[src/rtl/tff_pulse_reader_if.sv]
// Handshake and cell-side signals of the TFF read controller.
// master = reader side, slave = cell/datapath side.
interface tff_pulse_reader_if #(
  parameter int WIDTH = 7
) ();
  logic             start;
  logic             busy;
  logic             re_out;
  logic             pulse_in;
  logic [WIDTH-1:0] data_out;
  logic             sat;
  logic             timeout;
  logic             out_valid;
  logic             out_ready;

  modport master (
    input  start, pulse_in, out_ready,
    output busy, re_out, data_out, sat, timeout, out_valid
  );

  modport slave (
    output start, pulse_in, out_ready,
    input  busy, re_out, data_out, sat, timeout, out_valid
  );
endinterface

[src/rtl/tff_pulse_reader.sv]
// Read-side controller for a TFF cell: enables the read, times the
// returned Q pulse in clock cycles and hands the count out over valid/ready.
//
// state       | meaning
// S_IDLE      | waiting for start, cell read disabled
// S_WAIT_RISE | read enabled, waiting for the sampled pulse to go high
// S_MEASURE   | counting sampled-high cycles, saturating at MAX_COUNT
// S_DONE      | result held on data_out/sat/timeout until accepted
module tff_pulse_reader #(
  parameter int WIDTH     = 7,
  parameter int MAX_COUNT = 59,
  parameter int TIMEOUT   = 100
) (
  input  logic               clk,
  input  logic               rstb,
  tff_pulse_reader_if.master bus
);

  typedef enum logic [1:0] {
    S_IDLE,
    S_WAIT_RISE,
    S_MEASURE,
    S_DONE
  } state_t;

  localparam logic [WIDTH-1:0] C_MAX     = WIDTH'(MAX_COUNT);
  localparam logic [WIDTH-1:0] C_TC_LAST = WIDTH'(TIMEOUT - 1);
  localparam logic [WIDTH-1:0] C_ONE     = WIDTH'(1);

  state_t           r_state;
  logic             r_p;
  logic [WIDTH-1:0] r_cnt;
  logic [WIDTH-1:0] r_tc;
  logic [WIDTH-1:0] r_data;
  logic             r_re_out;
  logic             r_sat;
  logic             r_timeout;
  logic             r_valid;

  always_ff @(posedge clk or negedge rstb) begin
    if (!rstb) begin
      r_state   <= S_IDLE;
      r_p       <= 1'b0;
      r_cnt     <= '0;
      r_tc      <= '0;
      r_data    <= '0;
      r_re_out  <= 1'b0;
      r_sat     <= 1'b0;
      r_timeout <= 1'b0;
      r_valid   <= 1'b0;
    end else begin
      // every decision below looks at the registered sample, never the raw pin
      r_p <= bus.pulse_in;
      case (r_state)
        S_IDLE: begin
          r_tc <= '0;
          if (bus.start) begin
            r_state  <= S_WAIT_RISE;
            r_re_out <= 1'b1;
          end
        end
        S_WAIT_RISE: begin
          if (r_p) begin
            r_state <= S_MEASURE;
            r_cnt   <= C_ONE;
            r_tc    <= '0;
          end else if (r_tc == C_TC_LAST) begin
            r_state   <= S_DONE;
            r_re_out  <= 1'b0;
            r_valid   <= 1'b1;
            r_data    <= '0;
            r_sat     <= 1'b0;
            r_timeout <= 1'b1;
          end else begin
            r_tc <= r_tc + C_ONE;
          end
        end
        S_MEASURE: begin
          if (!r_p) begin
            r_state  <= S_DONE;
            r_re_out <= 1'b0;
            r_valid  <= 1'b1;
            r_data   <= r_cnt;
          end else if (r_cnt < C_MAX) begin
            r_cnt <= r_cnt + C_ONE;
          end else begin
            // clamped: count holds, tc guards against a cell stuck high
            r_sat <= 1'b1;
            if (r_tc == C_TC_LAST) begin
              r_state   <= S_DONE;
              r_re_out  <= 1'b0;
              r_valid   <= 1'b1;
              r_data    <= r_cnt;
              r_timeout <= 1'b1;
            end else begin
              r_tc <= r_tc + C_ONE;
            end
          end
        end
        S_DONE: begin
          if (bus.out_ready) begin
            r_state   <= S_IDLE;
            r_valid   <= 1'b0;
            r_sat     <= 1'b0;
            r_timeout <= 1'b0;
          end
        end
        default: r_state <= S_IDLE;
      endcase
    end
  end

  assign bus.busy      = (r_state != S_IDLE);
  assign bus.re_out    = r_re_out;
  assign bus.data_out  = r_data;
  assign bus.sat       = r_sat;
  assign bus.timeout   = r_timeout;
  assign bus.out_valid = r_valid;

endmodule

[src/flat_wrapper.sv]
// flat-port wrapper written by rule: the top's interface ports become plain ports
module tff_pulse_reader_flat 
#(
  parameter int WIDTH     = 7,
  parameter int MAX_COUNT = 59,
  parameter int TIMEOUT   = 100
)
  (clk, rstb, bus_start, bus_pulse_in, bus_out_ready, bus_busy, bus_re_out, bus_data_out, bus_sat, bus_timeout, bus_out_valid);
  tff_pulse_reader_if #(.WIDTH(WIDTH)) bus_i ();
  input  logic clk;
  input  logic rstb;
  input wire logic [$bits(bus_i.start)-1:0] bus_start;
  input wire logic [$bits(bus_i.pulse_in)-1:0] bus_pulse_in;
  input wire logic [$bits(bus_i.out_ready)-1:0] bus_out_ready;
  output wire logic [$bits(bus_i.busy)-1:0] bus_busy;
  output wire logic [$bits(bus_i.re_out)-1:0] bus_re_out;
  output wire logic [$bits(bus_i.data_out)-1:0] bus_data_out;
  output wire logic [$bits(bus_i.sat)-1:0] bus_sat;
  output wire logic [$bits(bus_i.timeout)-1:0] bus_timeout;
  output wire logic [$bits(bus_i.out_valid)-1:0] bus_out_valid;
  assign bus_i.start = bus_start;
  assign bus_i.pulse_in = bus_pulse_in;
  assign bus_i.out_ready = bus_out_ready;
  assign bus_busy = bus_i.busy;
  assign bus_re_out = bus_i.re_out;
  assign bus_data_out = bus_i.data_out;
  assign bus_sat = bus_i.sat;
  assign bus_timeout = bus_i.timeout;
  assign bus_out_valid = bus_i.out_valid;
  tff_pulse_reader #(.WIDTH(WIDTH), .MAX_COUNT(MAX_COUNT), .TIMEOUT(TIMEOUT)) u_core (.clk(clk), .rstb(rstb), .bus(bus_i));
endmodule
[config.mk]
export PLATFORM = sky130hd
export DESIGN_NAME = tff_pulse_reader_flat
export DESIGN_NICKNAME = d
export VERILOG_FILES = /design/src/rtl/tff_pulse_reader_if.sv /design/src/rtl/tff_pulse_reader.sv /design/src/flat_wrapper.sv
export SDC_FILE = /design/constraint.sdc
export NUM_CORES = 1
export LEC_CHECK = 0
export ABC_AREA = 0
export CORE_ASPECT_RATIO = 2
export CORE_MARGIN = 5
export CORE_UTILIZATION = 56
export CTS_CLUSTER_DIAMETER = 200
export CTS_CLUSTER_SIZE = 16
export DETAILED_ROUTE_END_ITERATION = 10
export GPL_TIMING_DRIVEN = 1
export PLACE_DENSITY = 0.86
export SYNTH_ARGS = -nofsm -noshare
export SYNTH_HDL_FRONTEND = slang
export SYNTH_SLANG_ARGS = --single-unit
export TNS_END_PERCENT = 10
[constraint.sdc]
create_clock -name clk -period 1.91 [get_ports clk]
set_input_delay 0.2865 -clock clk [delete_from_list [all_inputs] [get_ports clk]]
set_output_delay 0.2865 -clock clk [all_outputs]
set_load 0.02 [all_outputs]
After elaboration in Yosys (flattened, before gate mapping) --
Index checks and enable logic that the tools add are counted.
Storage, ports and cells: output and inout bits 12, input bits 5, flip-flop bits (word level) 28, logic and storage cells 83
Operators by class: muxes and demuxes 44, magnitude comparators 1, reductions and logical operators 13, equality and inequality tests 14, add/subtract/negate cells 2
Operator list (number):
- 7-bit 2-to-1 mux | 12
- 7-bit one-hot mux with 2 select lines | 2
- 7-bit one-hot mux with 3 select lines | 1
- 1-bit 2-to-1 mux | 18
- 7-bit by 1-bit adder with 7-bit output, second input constant | 2
- 2-bit 2-to-1 mux | 6
- 1-bit one-hot mux with 3 select lines | 4
- 4-bit AND reduction | 3
- 5-bit AND reduction | 2
- 2-bit by 1-bit != test with 1-bit output, second input constant | 4
- 2-bit != test, second input constant | 4
- 2-bit one-hot mux with 4 select lines | 1
- 7-bit == test, second input constant | 1
- 7-bit by 6-bit less-than comparator with 1-bit output, second input constant | 1
- 3-bit != test, second input constant | 2
- 3-bit AND reduction | 2
- 6-bit AND reduction | 1
- 3-bit nonzero test | 2
- 2-bit == test, second input constant | 2
- 2-bit nonzero test | 2
- 2-bit by 1-bit == test with 1-bit output, second input constant | 1
- 2-bit logical NOT | 1

Depth between registers and ports, before layout --
depth after elaboration 5, depth in mapped cells 7, depth with buffers taken out 6

Least setup slack after synthesis --
Ideal clock, no wire load.
kind flip-flop to flip-flop, start register u_core.r_state[0], end register u_core.r_tc[0], stages on the path, launching flop included 8, arrival time 1.539 ns, library setup time 0.125 ns, required time 1.785 ns, setup slack 0.246 ns, path buffers 1, period minus slack after synthesis 1.664 ns, path through dfrtp_1 > inv_1 > ha_1 > buf_2 > a21boi_1 > o21a_1 > nor3_4 > mux2_2
Between the ends: cells in the longest elaborated chain, start to end 3, elaborated cells between the ends (all ways) 8, classes of those cells eq/ne (4); mux (1); reduce/logical (3)
Ends and longest elaborated chain:
- from (decl) | RTL line tff_pulse_reader.sv:30 | state_t r_state;
- from (signal assigned) | RTL line tff_pulse_reader.sv:42 | r_state <= S_IDLE;
- from (signal assigned) | RTL line tff_pulse_reader.sv:58 | r_state <= S_WAIT_RISE;
- from (signal assigned) | RTL line tff_pulse_reader.sv:64 | r_state <= S_MEASURE;
- 2-bit == test, or another cell as far along | RTL line tff_pulse_reader.sv:54 | case (r_state)
- 2-bit by 1-bit != test with 1-bit output (no source line), or another cell as far along
- 3-bit AND reduction (no source line)
- to (signal assigned) | RTL line tff_pulse_reader.sv:75 | r_tc <= r_tc + C_ONE;
- to (signal assigned) | RTL line tff_pulse_reader.sv:96 | r_tc <= r_tc + C_ONE;
- to (decl) | RTL line tff_pulse_reader.sv:33 | logic [WIDTH-1:0] r_tc;
Parallel ways exist; a longest one is shown, timed or not. A chain may end at the register's enable or synchronous reset.

Final worst setup path --
start register u_core.r_state[0], end register u_core.r_cnt[4]
Between the ends: cells in the longest elaborated chain, start to end 3, elaborated cells between the ends (all ways) 8, classes of those cells eq/ne (5); mux (1); reduce/logical (2)
Ends and longest elaborated chain:
- 2-bit == test / 2-bit by 1-bit == test with 1-bit output (equally long branches) | RTL line tff_pulse_reader.sv:54
- 2-bit by 1-bit != test with 1-bit output (no source line) / 2-bit nonzero test (equally long branches)
- 4-bit AND reduction (no source line)
- to (signal assigned) | RTL line tff_pulse_reader.sv:85 | r_cnt <= r_cnt + C_ONE;
- to (decl) | RTL line tff_pulse_reader.sv:32 | logic [WIDTH-1:0] r_cnt;
Parallel ways exist; a longest one is shown, timed or not.

==> flow_summary.yaml <==
floorplan:
  start_util: 0.5839
  rows: 28
  core_mm2: 0.003013
  chipHeight_um: 89.27
  die_x_um: 49.63
  dieArea_mm2: 0.004430
  io_pins: 17
setup_path:
  worst_path_max_delay_cell: "dfrtp_1"
  crit_chain: "inv_1 -> ha_2 -> and3b_1 -> o211ai_2 -> or3_1 -> a21oi_1"
  crit_family: "simple AND/OR/NAND/NOR gates"
  critPathBufInv: 1
  path_max_fanout: 7
  path_class: "flip-flop to flip-flop"
  start_kind: "flip-flop"
  end_kind: "flip-flop"
  cp_slowest_stage_delay_ns: 0.42
  required_ns: 2.12
  cp.arrival_ns: 2.01
routing:
  vias: 1545
  routedWlPerCell_um: 18.97
  route.detailed.drc: 0
  drt-pass1-iter-count: 4
  drt-initial-drc-count: 58
  final_antenna_net_count: 0
  drt_wl_total_um: 4382
  vias_per_cell: 6.688
logic_synthesis:
  synth_top_area_share: 0.3983
  syn_avg_cell_area_um2: 9.719
  synth_area_mm2: 0.001759
  synth-seq-area-share: 0.3983
  ys_top_cells_by_area: "dfrtp_1 40%, ha_1 5.0%, nand2_1 4.7%, o22ai_1 3.6%, nor2b_1 2.8%"
  synthCells: 181
  syn_nets: 193
  synthDistinctLibCells: 57
  synthArstFlopShare: 1.000
  synth_seq_cells: 28
  synthFlopType: "dfrtp_1"
  synth_top_area_cell: "dfrtp_1"
  synth-edff-count: 0
  ys_warn_count: 0
power_and_ir_drop:
  seqPwrFrac: 0.309
  p_sw_mw: 1.080
  swShare: 0.4305
  p_leak_nw: 0.8717
  intPower_mw: 1.429
  power.density_mw_per_mm2: 1232
  ir_worst_vdd_uv: 803.5
  clkPwrFrac: 0.127
  pwr-share-comb: 0.564
run:
  maxCapViolations: 0
timing:
  hold_viol: 0
  fin_crit_sh: 0.9433
  clock_skew_ns: 0.003491
  setup-violations-final: 0
  drv_slew: 0
  slew_headroom: 0.7174
  tightest_slew_ns: 0.4238
  min_period_ns: 1.802
  setup_tns_ns: 0
  max_freq_mhz: 555.0
grt:
  antenna_found_initial: 0
  grt_pass1_wl_um: 7396
  grtUsageTotal: 0.2149
  grt_overflow: 0
  grt_pass1_vias: 1659
  grt_start_max_net_pins: 29
status:
  outcome: "finished, final reports clean"
final_layout:
  nNetsFinal: 215
  layout_common_cells: "28 x dfrtp_1, 22 x nand2_1, 15 x clkdlybuf4s50_1"
  syn_to_final_growth_pct: 15.79
  drive_gt1_frac: 0.1642
  fin_util: 0.6761
  antenna_cells: 0
  final_common_cell: "dfrtp_1"
cts:
  clk_latency_ns: 0.28
  cts.clk_slew.worst_paths_ns: 0.09
  cts_tree: "yes"
  cts.sinks: 28
  cts_buffers: 3
  clk_path_buf_depth: 2
  htree_levels: 1
  clockRootBuffer: "clkbuf_8"
  cts_setup_buffers: 0
  cts_hold_buffers: 0
placement:
  place.gp.congestion: 0.8676
  dp_hpwl_um: 3320
  io_buffer_count: 16
hold_path:
  hp-class: "primary input to asynchronous set/reset pin"
per-layer routing:
| metal | share of wire | up-vias | GRT usage |
|---|---|---|---|
| met1 | 0.34 | 749 | 0.2117 |
| li1 | - | 717 | - |
| met3 | 0.034 | 26 | 0.03172 |
| met2 | 0.57 | 53 | 0.3968 |
| met4 | 0.056 | 0 | 0.1527 |
| met5 | 0 | - | 0 |
cell families (layout without fill, tap and decap cells):
family          after synthesis  count (layout)  synth area share
fa+ha+maj                     7               7           0.04978
mux                           3               3           0.01849
simple gates                 69              69            0.2241
buf+inv                      14              34           0.03841
compound gates               57              57            0.2560
flops                        28              28            0.3983
xor+xnor                      3               3           0.01494
power by group through the flow:
stage | Combinational, mW | Sequential [mW] | Clock, mW
2_1_floorplan | 0.934 | 0.802 | 0
3_3_place_gp | 1.30 | 0.775 | 0
3_5_place_dp | 1.36 | 0.781 | 0
4_1_cts | 1.37 | 0.770 | 0.322
5_1_grt | 1.53 | 0.787 | 0.350
6_report | 1.41 | 0.774 | 0.320
per-stage QoR:
stage                     instance area, um2  setup WS, ns  total power, mW  hold slack, ns  std cells
after detailed placement                1976       0.09518            2.137          0.4934        228
final                                   2037        0.1083            2.509          0.3807        231
after global placement                  1976        0.1852            2.076          0.4801        228
after CTS                               2016       0.06911            2.458          0.3999        231
after global routing                    2037     -0.002855            2.667          0.4209        231
after floorplan                         1759        0.2464            1.736       -0.009091        181
flip-flops by register name (all words and copies together), names as in the netlist:
name	flops
u_core.bus.data_out	7
u_core.r_tc	7
u_core.bus.out_valid	1
u_core.bus.timeout	1
u_core.bus.re_out	1
u_core.r_p	1
u_core.r_state	2
u_core.bus.sat	1
u_core.r_cnt	7
area by class of cell:
class                           instances  area (um2)
Clock buffer                            3       41.29
Fill cell                             231       975.9
Inverter                                7       26.28
Multi-Input combinational cell        139        1012
Sequential cell                        28       700.7
Tap cell                               30       37.54
Timing Repair Buffer                   24       219.0
final timing paths:
path	start	to	slack, ns	depth (start not counted)
worst max-delay path	u_core.r_state[0]$_DFFE_PN0P_	u_core.r_cnt[4]$_DFFE_PN0P_	0.11	6
worst min-delay path	rstb	u_core.r_tc[2]$_DFFE_PN0P_	0.38	2
worst max register to register	u_core.r_state[0]$_DFFE_PN0P_	u_core.r_cnt[4]$_DFFE_PN0P_	0.11	6
worst min register to register	u_core.bus.sat$_DFFE_PN0P_	u_core.bus.sat$_DFFE_PN0P_	0.50	1
max in group asynchronous	rstb	u_core.bus.sat$_DFFE_PN0P_	1.26	2
min in group clk	bus_pulse_in	u_core.r_p$_DFF_PN0_	0.46	1
cells in the mapped netlist, types with 2 or more instances:
cell type	number
inv_1	7
clkbuf_1	2
o21ai_2	2
a2bb2oi_1	2
buf_2	3
and3_1	2
nor2b_1	8
a21oi_2	2
o311ai_1	2
o21a_1	2
a21oi_1	4
nor3_1	2
a31oi_1	2
o21ai_0	6
a211oi_1	2
a21o_1	2
xor2_1	2
a22o_1	4
nor2_1	8
o21ai_1	2
nand2_1	22
nand4_1	4
o211ai_1	4
ha_1	7
o22ai_1	10
a211oi_2	2
nand3_1	9
dfrtp_1	28
timing repair:
action / CTS / global route
gates resized for setup: 1 / 5
gates cloned: 0 / 0
endpoints found under the setup margin: 1 / 14
Note: power is estimated with default switching activity, not from simulation.
